File: config.mk
export PLATFORM = sky130hd
export DESIGN_NAME = boss_bullet_pool
export DESIGN_NICKNAME = d
export VERILOG_FILES = /design/src/rtl/boss_bullet_pool.sv
export SDC_FILE = /design/constraint.sdc
export NUM_CORES = 2
export LEC_CHECK = 0
export ABC_AREA = 1
export CORE_UTILIZATION = 56
export CTS_CLUSTER_SIZE = 12
export DETAILED_ROUTE_END_ITERATION = 16
export HOLD_SLACK_MARGIN = 0.08
export PLACE_DENSITY = 0.76
export SLEW_MARGIN = 20
export SYNTH_ARGS = -nofsm -noshare
export SYNTH_HDL_FRONTEND = slang
export SYNTH_SLANG_ARGS = --single-unit
File: constraint.sdc
create_clock -name clk22 -period 4.9 [get_ports clk22]
set_input_delay 0.98 -clock clk22 [delete_from_list [all_inputs] [get_ports clk22]]
set_output_delay 0.98 -clock clk22 [all_outputs]
set_load 0.005 [all_outputs]
File: src/rtl/boss_bullet_pool.sv
// Boss bullet pool: burst sequencer (fan / aimed / rain) feeding NUM_SLOTS bullet slots that move,
// bounce off the side walls, despawn at the bottom and report player hits. All outputs are registered.
module boss_bullet_pool #(
    parameter int NUM_SLOTS   = 8,
    parameter int BURST_LEN   = 5,
    parameter int FIRE_PERIOD = 24,
    parameter int VY          = 4,
    parameter int VMAX        = 8,
    parameter int X_MIN       = 30,
    parameter int X_MAX       = 410,
    parameter int Y_MAX       = 472,
    parameter int HIT_R       = 10
) (
    input  logic                    clk22,
    input  logic                    rst,
    input  logic                    gamestart,
    input  logic                    boss,
    input  logic                    fire_en,
    input  logic [1:0]              mode,
    input  logic [9:0]              bossx,
    input  logic [9:0]              bossy,
    input  logic [9:0]              reimux,
    input  logic [9:0]              reimuy,
    output logic [NUM_SLOTS-1:0]    bullet_valid,
    output logic [10*NUM_SLOTS-1:0] bullet_x,
    output logic [10*NUM_SLOTS-1:0] bullet_y,
    output logic                    hit,
    output logic [7:0]              hit_count,
    output logic                    busy
);

    typedef enum logic [1:0] {S_IDLE, S_BURST, S_COOL} state_t;

    localparam int KW        = 4;
    localparam int CW        = $clog2(FIRE_PERIOD);
    localparam int RAIN_STEP = (X_MAX - X_MIN) / BURST_LEN;

    localparam logic signed [10:0] VMAX_P = 11'(VMAX);
    localparam logic signed [10:0] VMAX_N = 11'(-VMAX);
    localparam logic signed [10:0] XMIN_S = 11'(X_MIN);
    localparam logic signed [10:0] XMAX_S = 11'(X_MAX);

    state_t                state_q, state_d;
    logic [KW-1:0]         k_q, k_d;
    logic [CW-1:0]         cnt_q, cnt_d;
    logic [NUM_SLOTS-1:0]  valid_q, valid_d;
    logic [9:0]            x_q  [NUM_SLOTS];
    logic [9:0]            x_d  [NUM_SLOTS];
    logic [9:0]            y_q  [NUM_SLOTS];
    logic [9:0]            y_d  [NUM_SLOTS];
    logic signed [4:0]     vx_q [NUM_SLOTS];
    logic signed [4:0]     vx_d [NUM_SLOTS];
    logic                  hit_q, hit_d;
    logic [7:0]            hit_count_q, hit_count_d;

    logic                  clear;
    logic [NUM_SLOTS-1:0]  coll;
    logic [NUM_SLOTS-1:0]  spawn_sel;
    logic                  taken;
    logic signed [10:0]    fan_raw, aim_diff, aim_sh;
    logic [9:0]            sp_x, sp_y;
    logic signed [4:0]     sp_vx;

    assign clear = gamestart | ~boss;

    function automatic logic [9:0] absdiff(input logic [9:0] a, input logic [9:0] b);
        return (a >= b) ? (a - b) : (b - a);
    endfunction

    function automatic logic signed [4:0] clamp_v(input logic signed [10:0] v);
        if (v > VMAX_P)      return VMAX_P[4:0];
        else if (v < VMAX_N) return VMAX_N[4:0];
        else                 return v[4:0];
    endfunction

    // Returns {vx, x}; a wall hit pins x to the wall and reflects vx.
    function automatic logic [14:0] step_x(input logic [9:0] x, input logic signed [4:0] vx);
        logic signed [10:0] nx;
        logic signed [4:0]  nvx;
        nx  = $signed({1'b0, x}) + $signed({{6{vx[4]}}, vx});
        nvx = -vx;
        if (nx < XMIN_S)      return {nvx, 10'(X_MIN)};
        else if (nx > XMAX_S) return {nvx, 10'(X_MAX)};
        else                  return {vx, nx[9:0]};
    endfunction

    always_comb begin
        fan_raw  = $signed({6'b0, k_q, 1'b0}) - $signed(11'(BURST_LEN - 1));
        aim_diff = $signed({1'b0, reimux}) - $signed({1'b0, bossx});
        aim_sh   = aim_diff >>> 4;
        sp_x     = bossx;
        sp_y     = bossy;
        sp_vx    = clamp_v(fan_raw);
        case (mode)
            2'd1: sp_vx = clamp_v(aim_sh);
            2'd2: begin
                sp_x  = 10'(X_MIN + int'(k_q) * RAIN_STEP);
                sp_y  = 10'd0;
                sp_vx = 5'sd0;
            end
            default: ;
        endcase
    end

    always_comb begin
        state_d = state_q;
        k_d     = k_q;
        cnt_d   = cnt_q;
        if (clear) begin
            state_d = S_IDLE;
            k_d     = '0;
            cnt_d   = '0;
        end else begin
            case (state_q)
                S_IDLE: if (fire_en) begin
                    state_d = S_BURST;
                    k_d     = '0;
                end
                S_BURST: if (k_q == KW'(BURST_LEN - 1)) begin
                    state_d = S_COOL;
                    k_d     = '0;
                    cnt_d   = CW'(FIRE_PERIOD - 1);
                end else begin
                    k_d = k_q + KW'(1);
                end
                S_COOL: if (cnt_q == '0) begin
                    state_d = fire_en ? S_BURST : S_IDLE;
                    k_d     = '0;
                end else begin
                    cnt_d = cnt_q - CW'(1);
                end
                default: state_d = S_IDLE;
            endcase
        end
    end

    always_comb begin
        valid_d   = valid_q;
        coll      = '0;
        spawn_sel = '0;
        taken     = 1'b0;
        for (int i = 0; i < NUM_SLOTS; i++) begin
            x_d[i]  = x_q[i];
            y_d[i]  = y_q[i];
            vx_d[i] = vx_q[i];
        end
        // Spawn target is picked from the start-of-tick valid mask, so slots freed now wait a tick.
        for (int i = 0; i < NUM_SLOTS; i++) begin
            spawn_sel[i] = ~valid_q[i] & ~taken;
            taken        = taken | ~valid_q[i];
        end
        for (int i = 0; i < NUM_SLOTS; i++) begin
            if (clear) begin
                valid_d[i] = 1'b0;
            end else if (valid_q[i]) begin
                if ((absdiff(x_q[i], reimux) < 10'(HIT_R)) &&
                    (absdiff(y_q[i], reimuy) < 10'(HIT_R))) begin
                    coll[i]    = 1'b1;
                    valid_d[i] = 1'b0;
                end else if (({1'b0, y_q[i]} + 11'(VY)) > 11'(Y_MAX)) begin
                    valid_d[i] = 1'b0;
                end else begin
                    y_d[i]             = y_q[i] + 10'(VY);
                    {vx_d[i], x_d[i]}  = step_x(x_q[i], vx_q[i]);
                end
            end else if (spawn_sel[i] && (state_q == S_BURST)) begin
                valid_d[i] = 1'b1;
                x_d[i]     = sp_x;
                y_d[i]     = sp_y;
                vx_d[i]    = sp_vx;
            end
        end
        hit_d       = |coll;
        hit_count_d = (hit_d && (hit_count_q != 8'hFF)) ? hit_count_q + 8'd1 : hit_count_q;
    end

    always_ff @(posedge clk22 or negedge rst) begin
        if (!rst) begin
            state_q     <= S_IDLE;
            k_q         <= '0;
            cnt_q       <= '0;
            valid_q     <= '0;
            hit_q       <= 1'b0;
            hit_count_q <= '0;
            for (int i = 0; i < NUM_SLOTS; i++) begin
                x_q[i]  <= '0;
                y_q[i]  <= '0;
                vx_q[i] <= '0;
            end
        end else begin
            state_q     <= state_d;
            k_q         <= k_d;
            cnt_q       <= cnt_d;
            valid_q     <= valid_d;
            hit_q       <= hit_d;
            hit_count_q <= hit_count_d;
            for (int i = 0; i < NUM_SLOTS; i++) begin
                x_q[i]  <= x_d[i];
                y_q[i]  <= y_d[i];
                vx_q[i] <= vx_d[i];
            end
        end
    end

    always_comb begin
        bullet_x = '0;
        bullet_y = '0;
        for (int i = 0; i < NUM_SLOTS; i++) begin
            bullet_x[10*i +: 10] = x_q[i];
            bullet_y[10*i +: 10] = y_q[i];
        end
    end

    assign bullet_valid = valid_q;
    assign hit          = hit_q;
    assign hit_count    = hit_count_q;
    assign busy         = (state_q != S_IDLE);

endmodule

### After elaboration in Yosys (flattened, before gate mapping)

Cells that the tools add are included.

| word-level totals | value |
|---|---|
| register bits | 228 |
| output and inout port bits | 178 |

| cells by class | value |
|---|---|
| reductions and logical operators | 50 |
| equality and inequality tests | 34 |
| order comparisons | 60 |
| bitwise logic cells | 30 |
| $mul | 1 |
| mux-type cells | 214 |
| add/subtract/negate cells | 70 |

Operators with widths:

| cell | number |
|---|---|
| two-way mux 10 bit | 82 |
| subtractor 10 bit | 32 |
| two-way mux 15 bit | 16 |
| two-way mux 5 bit | 39 |
| >= comparator 10 bit | 16 |
| less-than comparator 10 x 4 -> 1 bit, second input constant | 16 |
| adder 10 x 3 -> 11 bit, second input constant | 8 |
| adder 11 x 5 -> 11 bit | 8 |
| > comparator 11 x 10 -> 1 bit, second input constant | 8 |
| > comparator 11 x 9 -> 1 bit, second input constant | 8 |
| less-than comparator 11 x 6 -> 1 bit, second input constant | 8 |
| adder 10 x 3 -> 10 bit, second input constant | 8 |
| two-way mux 1 bit | 65 |
| negation 5 bit | 8 |
| AND reduction 5 bit | 8 |
| != test 2 bit, second input constant | 16 |
| AND reduction 4 bit | 8 |
| != test 3 x 1 -> 1 bit, second input constant | 8 |
| case mux 5 bit (2 select lines) | 2 |
| nonzero test 2 bit | 9 |
| logical AND 1 bit | 17 |
| two-way mux 4 bit | 4 |
| NOT 1 bit | 16 |
| != test 3 bit, second input constant | 4 |
| 26 further kinds | 45 |

### Depth between registers and ports, before layout

| depth | value |
|---|---|
| depth in word-level cells | 13 |
| depth in mapped cells | 25 |

### Worst setup path after synthesis

No wires, ideal clock.

| timing | value |
|---|---|
| kind | input to register |
| start | in reimux[1] |
| end | reg x_q, in the netlist bullet_x[75] |
| slack | 1.357 ns |
| stages on the path | 21 |
| setup time | 0.143 ns |
| arrival | 3.400 ns |
| data required time | 4.757 ns |
| path through | inv_1 fa_1 nand3_1 nand2_1 nand2_1 nand2_2 nand2_1 nand2_2 buf_6 nand2_1 nand2_1 nor2_1 nor2_2 nor2_1 nand4_2 nand2_4 inv_2 buf_6 buf_6 nand4_1 o211ai_1 |

| on the way | value |
|---|---|
| word-level cells in the longest chain between the ends | 6 |

Ends and longest elaborated chain:

| item | line | RTL |
|---|---|---|
| start, declared | 22 | `input logic [9:0] reimux,` |
| subtractor 10 bit or >= comparator 10 bit (tied branches) | 67 | `return (a >= b) ? (a - b) : (b - a);` |
| two-way mux 10 bit * | 67 |  |
| less-than comparator 10 x 4 -> 1 bit * | 156 | `if ((absdiff(x_q[i], reimux) < 10'(HIT_R)) &&` |
| logical AND 1 bit * | 156 |  |
| != test 2 bit (no line) * | n/a |  |
| AND reduction 4 bit (no line) * | n/a |  |
| end signal, assigned by index | 198 | `x_q[i] <= x_d[i];` |
| end, declared | 47 | `logic [9:0] x_q [NUM_SLOTS];` |

Every way passes the cells marked *; elsewhere a longest branch is shown, timed or not.
A chain may end at the register's enable or synchronous reset.

### Worst setup path after layout

| timing | value |
|---|---|
| start | in reimux[7] |
| end | reg x_q, in the netlist bullet_x[46] |

Same word-level chain as after synthesis.

==> flow_metrics.env <==
export IMPL_syn_area_per_cell_sq_um=6.15
export IMPL_min_period_ps=4250
export IMPL_ys_warn_count=0
export IMPL_min_path_type="in -> async"
export IMPL_grt_overflow=0
export IMPL_slew_viol_final=0
export IMPL_slew_headroom_pct=19.7
export IMPL_worstSkewPairLatency_ps=610
export IMPL_wirelength_um=138000
export IMPL_synth_seq_cells=228
export IMPL_cts_sinks=228
export IMPL_grt_pass1_vias=35300
export IMPL_synth_nets=6333
export IMPL_cts_setup_buffers=0
export IMPL_ant_nets=0
export IMPL_hpwl_um=108000
export IMPL_grt_pass1_wl_um=204000
export IMPL_cts_tree="yes"
export IMPL_fin_setup_tns_ps=0
export IMPL_drive_gt1_share_pct=6.37
export IMPL_clockBufferDepth=3
export IMPL_power_density_mw_per_mm2=256
export IMPL_ir_drop_mv=0.432
export IMPL_die_area_sq_mm=0.0647
export IMPL_holdBufCountCts=0
export IMPL_grt_total_usage_pct=41.5
export IMPL_drt_initial_drc_count=4125
export IMPL_rsz0062_at_grt="false"
export IMPL_die_x_um=254
export IMPL_min_period_over_period_pct=86.7
export IMPL_start_util_pct=56.7
export IMPL_synth_edf_count=0
export IMPL_setup_violations=0
export IMPL_htreeDepth=1
export IMPL_die_height_um=254
export IMPL_finalHoldViolCount=0
export IMPL_skew_ps=16.3
export IMPL_cellLeakagePower_nw=21.9
export IMPL_core_area_sq_mm=0.0630
export IMPL_dr_pass1_iters=6
export IMPL_tightest_slew_ps=1200
export IMPL_final_common_cell="nand2_1"
export IMPL_synth_cells=5807
export IMPL_synth_seq_area_share_pct=16.0
export IMPL_cp_data_required_time_ps=5340
export IMPL_wl_per_cell_um=19.8
export IMPL_rows=92
export IMPL_port_buffers=224
export IMPL_drv_cap=0
export IMPL_synth_top_flop_cell="dfrtp_1"
export IMPL_fmax_mhz=235
export IMPL_outcome="completed"
export IMPL_layout_common_cells="nand2_1 (1854), inv_1 (836), nand3_1 (460)"
export IMPL_root_buffer="clkbuf_16"
export IMPL_layout_nets=6614
export IMPL_area_delta_synth_final_pct=13.6
export IMPL_worstPathArrival_ps=4690
export IMPL_critical_path_class="in -> reg"
export IMPL_cts_resized=0
export IMPL_antenna_found_initial=17
export IMPL_io_pins=225
export IMPL_netlist_area_sq_mm=0.0357
export IMPL_async_flop_share_pct=100
export IMPL_cts_buffers=29
export IMPL_clk_pin_slew_ps=60
export IMPL_post_route_util_pct=64.4
export IMPL_drc=0
export IMPL_start_kind="primary input"
export IMPL_finalWeightedCongestion=1.06
export IMPL_vias=39200
export IMPL_grt_max_degree=85
export IMPL_synth_distinct_cells=59
export IMPL_vias_per_cell=5.63
export IMPL_cp_max_fo=28
export IMPL_end_kind="flop"
[synthesized netlist by cell type (6+ instances only)]
master	count	area (sq um)
a211oi_1	9	67.6
a21boi_0	6	45.0
a21o_1	12	90.1
a21oi_1	285	1430
a21oi_2	9	78.8
a31oi_1	19	119
buf_2	62	310
buf_4	17	128
buf_6	22	248
clkbuf_1	27	101
dfrtp_1	228	5710
fa_1	40	801
ha_1	439	5490
inv_1	836	3140
inv_2	22	82.6
nand2_1	1854	6960
nand2_2	39	244
nand2_4	11	124
nand3_1	460	2300
nand3_2	11	110
nand3b_1	15	113
nand4_1	84	526
nor2_1	437	1640
nor2_2	19	119
nor2_4	6	67.6
nor3_1	38	190
o211ai_1	77	578
o211ai_2	8	100
o21a_1	17	128
o21ai_0	207	1040
o21ai_1	134	671
o21ai_2	9	78.8
o21bai_1	21	158
o22ai_1	20	125
o31ai_1	9	67.6
or2_2	22	138
xnor2_1	63	552
xor2_1	162	1420
[sequential cells by signal (all words and copies together), names as in the netlist]
register      cells
bullet_valid      8
state_q           2
bullet_y         80
bullet_x         80
cnt_q             5
k_q               4
vx_q             40
hit_count         8
hit               1
[critical path, stage by stage]
cell and delay [ps]:
clkdlybuf4s50_1 470, inv_1 300, buf_4 290, ha_1 430
nand2_2 140, nor2_4 140, inv_2 30, nor2_1 90
nor2_1 50, nand2_2 190, inv_2 110, nand2_1 110
nand2_1 80, nand2_1 60, nand2_1 50, nor2_1 150
nand4_2 260, nand2_4 240, inv_4 140, nand2_2 230
o211ai_1 110
[worst paths after layout]
kind	from	endpoint	slack, ps	cells past startpoint
worst min register to register	vx_q[20]$_DFFE_PN0P_	vx_q[20]$_DFFE_PN0P_	530	2
worst max register to register	k_q[2]$_DFFE_PN0P_	bullet_x[18]$_DFFE_PN0P_	1270	14
worst max-delay path	reimux[7]	bullet_x[46]$_DFFE_PN0P_	650	21
min in group clk22	vx_q[20]$_DFFE_PN0P_	vx_q[20]$_DFFE_PN0P_	530	2
worst min-delay path	rst	vx_q[4]$_DFFE_PN0P_	330	1
max in group asynchronous	rst	vx_q[16]$_DFFE_PN0P_	3550	2
[final cells by class]
cell class / instances / area (sq um)
repair buffers: 383 / 3570
diodes: 8 / 20.0
fillers: 6050 / 22400
well taps: 846 / 1060
clock inverters: 18 / 225
multi-input cells: 4581 / 25900
clock buffers: 35 / 788
flip-flops and latches: 228 / 5710
inverters: 865 / 3260
[metrics by stage]
| step | worst slack [ps] | instance area, sq um | std cells | hold WS (ps) | power [mW] |
|---|---|---|---|---|---|
| after global routing | 363 | 40500 | 6956 | 389 | 11.1 |
| after detailed placement | 104 | 39500 | 6903 | 515 | 7.93 |
| after CTS | 716 | 40500 | 6956 | 358 | 10.3 |
| after floorplan | 1360 | 35700 | 5807 | 478 | 6.19 |
| final | 650 | 40600 | 6964 | 330 | 10.4 |
| after global placement | 128 | 39500 | 6903 | 510 | 7.88 |
[routing by layer]
layer / global-route usage [%] / wire length [um]
met1: 55.5 / 56600
met2: 61.5 / 56700
met3: 9.18 / 15900
met4: 24.1 / 8530
met5: 0 / 66
[cells by family (layout without fill, tap and decap cells)]
family / count (synthesis) / after routing / share of synthesized area (%)
buffers and inverters: 998 / 1301 / 11.4
other: 0 / 8 / 0
muxes: 1 / 1 / 0.0281
xor gates and xnor gates: 225 / 225 / 5.52
and+or+nand+nor: 3017 / 3017 / 35.6
AOI/OAI and AO/OA: 859 / 859 / 13.8
DFF: 228 / 228 / 16.0
adders and majority gates: 479 / 479 / 17.6
[where the power goes]
| group | leakage [nW] | switching, mW | total [mW] | internal [mW] |
|---|---|---|---|---|
| combinational | 18.8 | 3.67 | 5.74 | 2.07 |
| clock | 0.488 | 0.970 | 2.33 | 1.36 |
| sequential | 2.63 | 0.293 | 2.32 | 2.03 |
No activity file was read; power rests on OpenSTA's default activity.
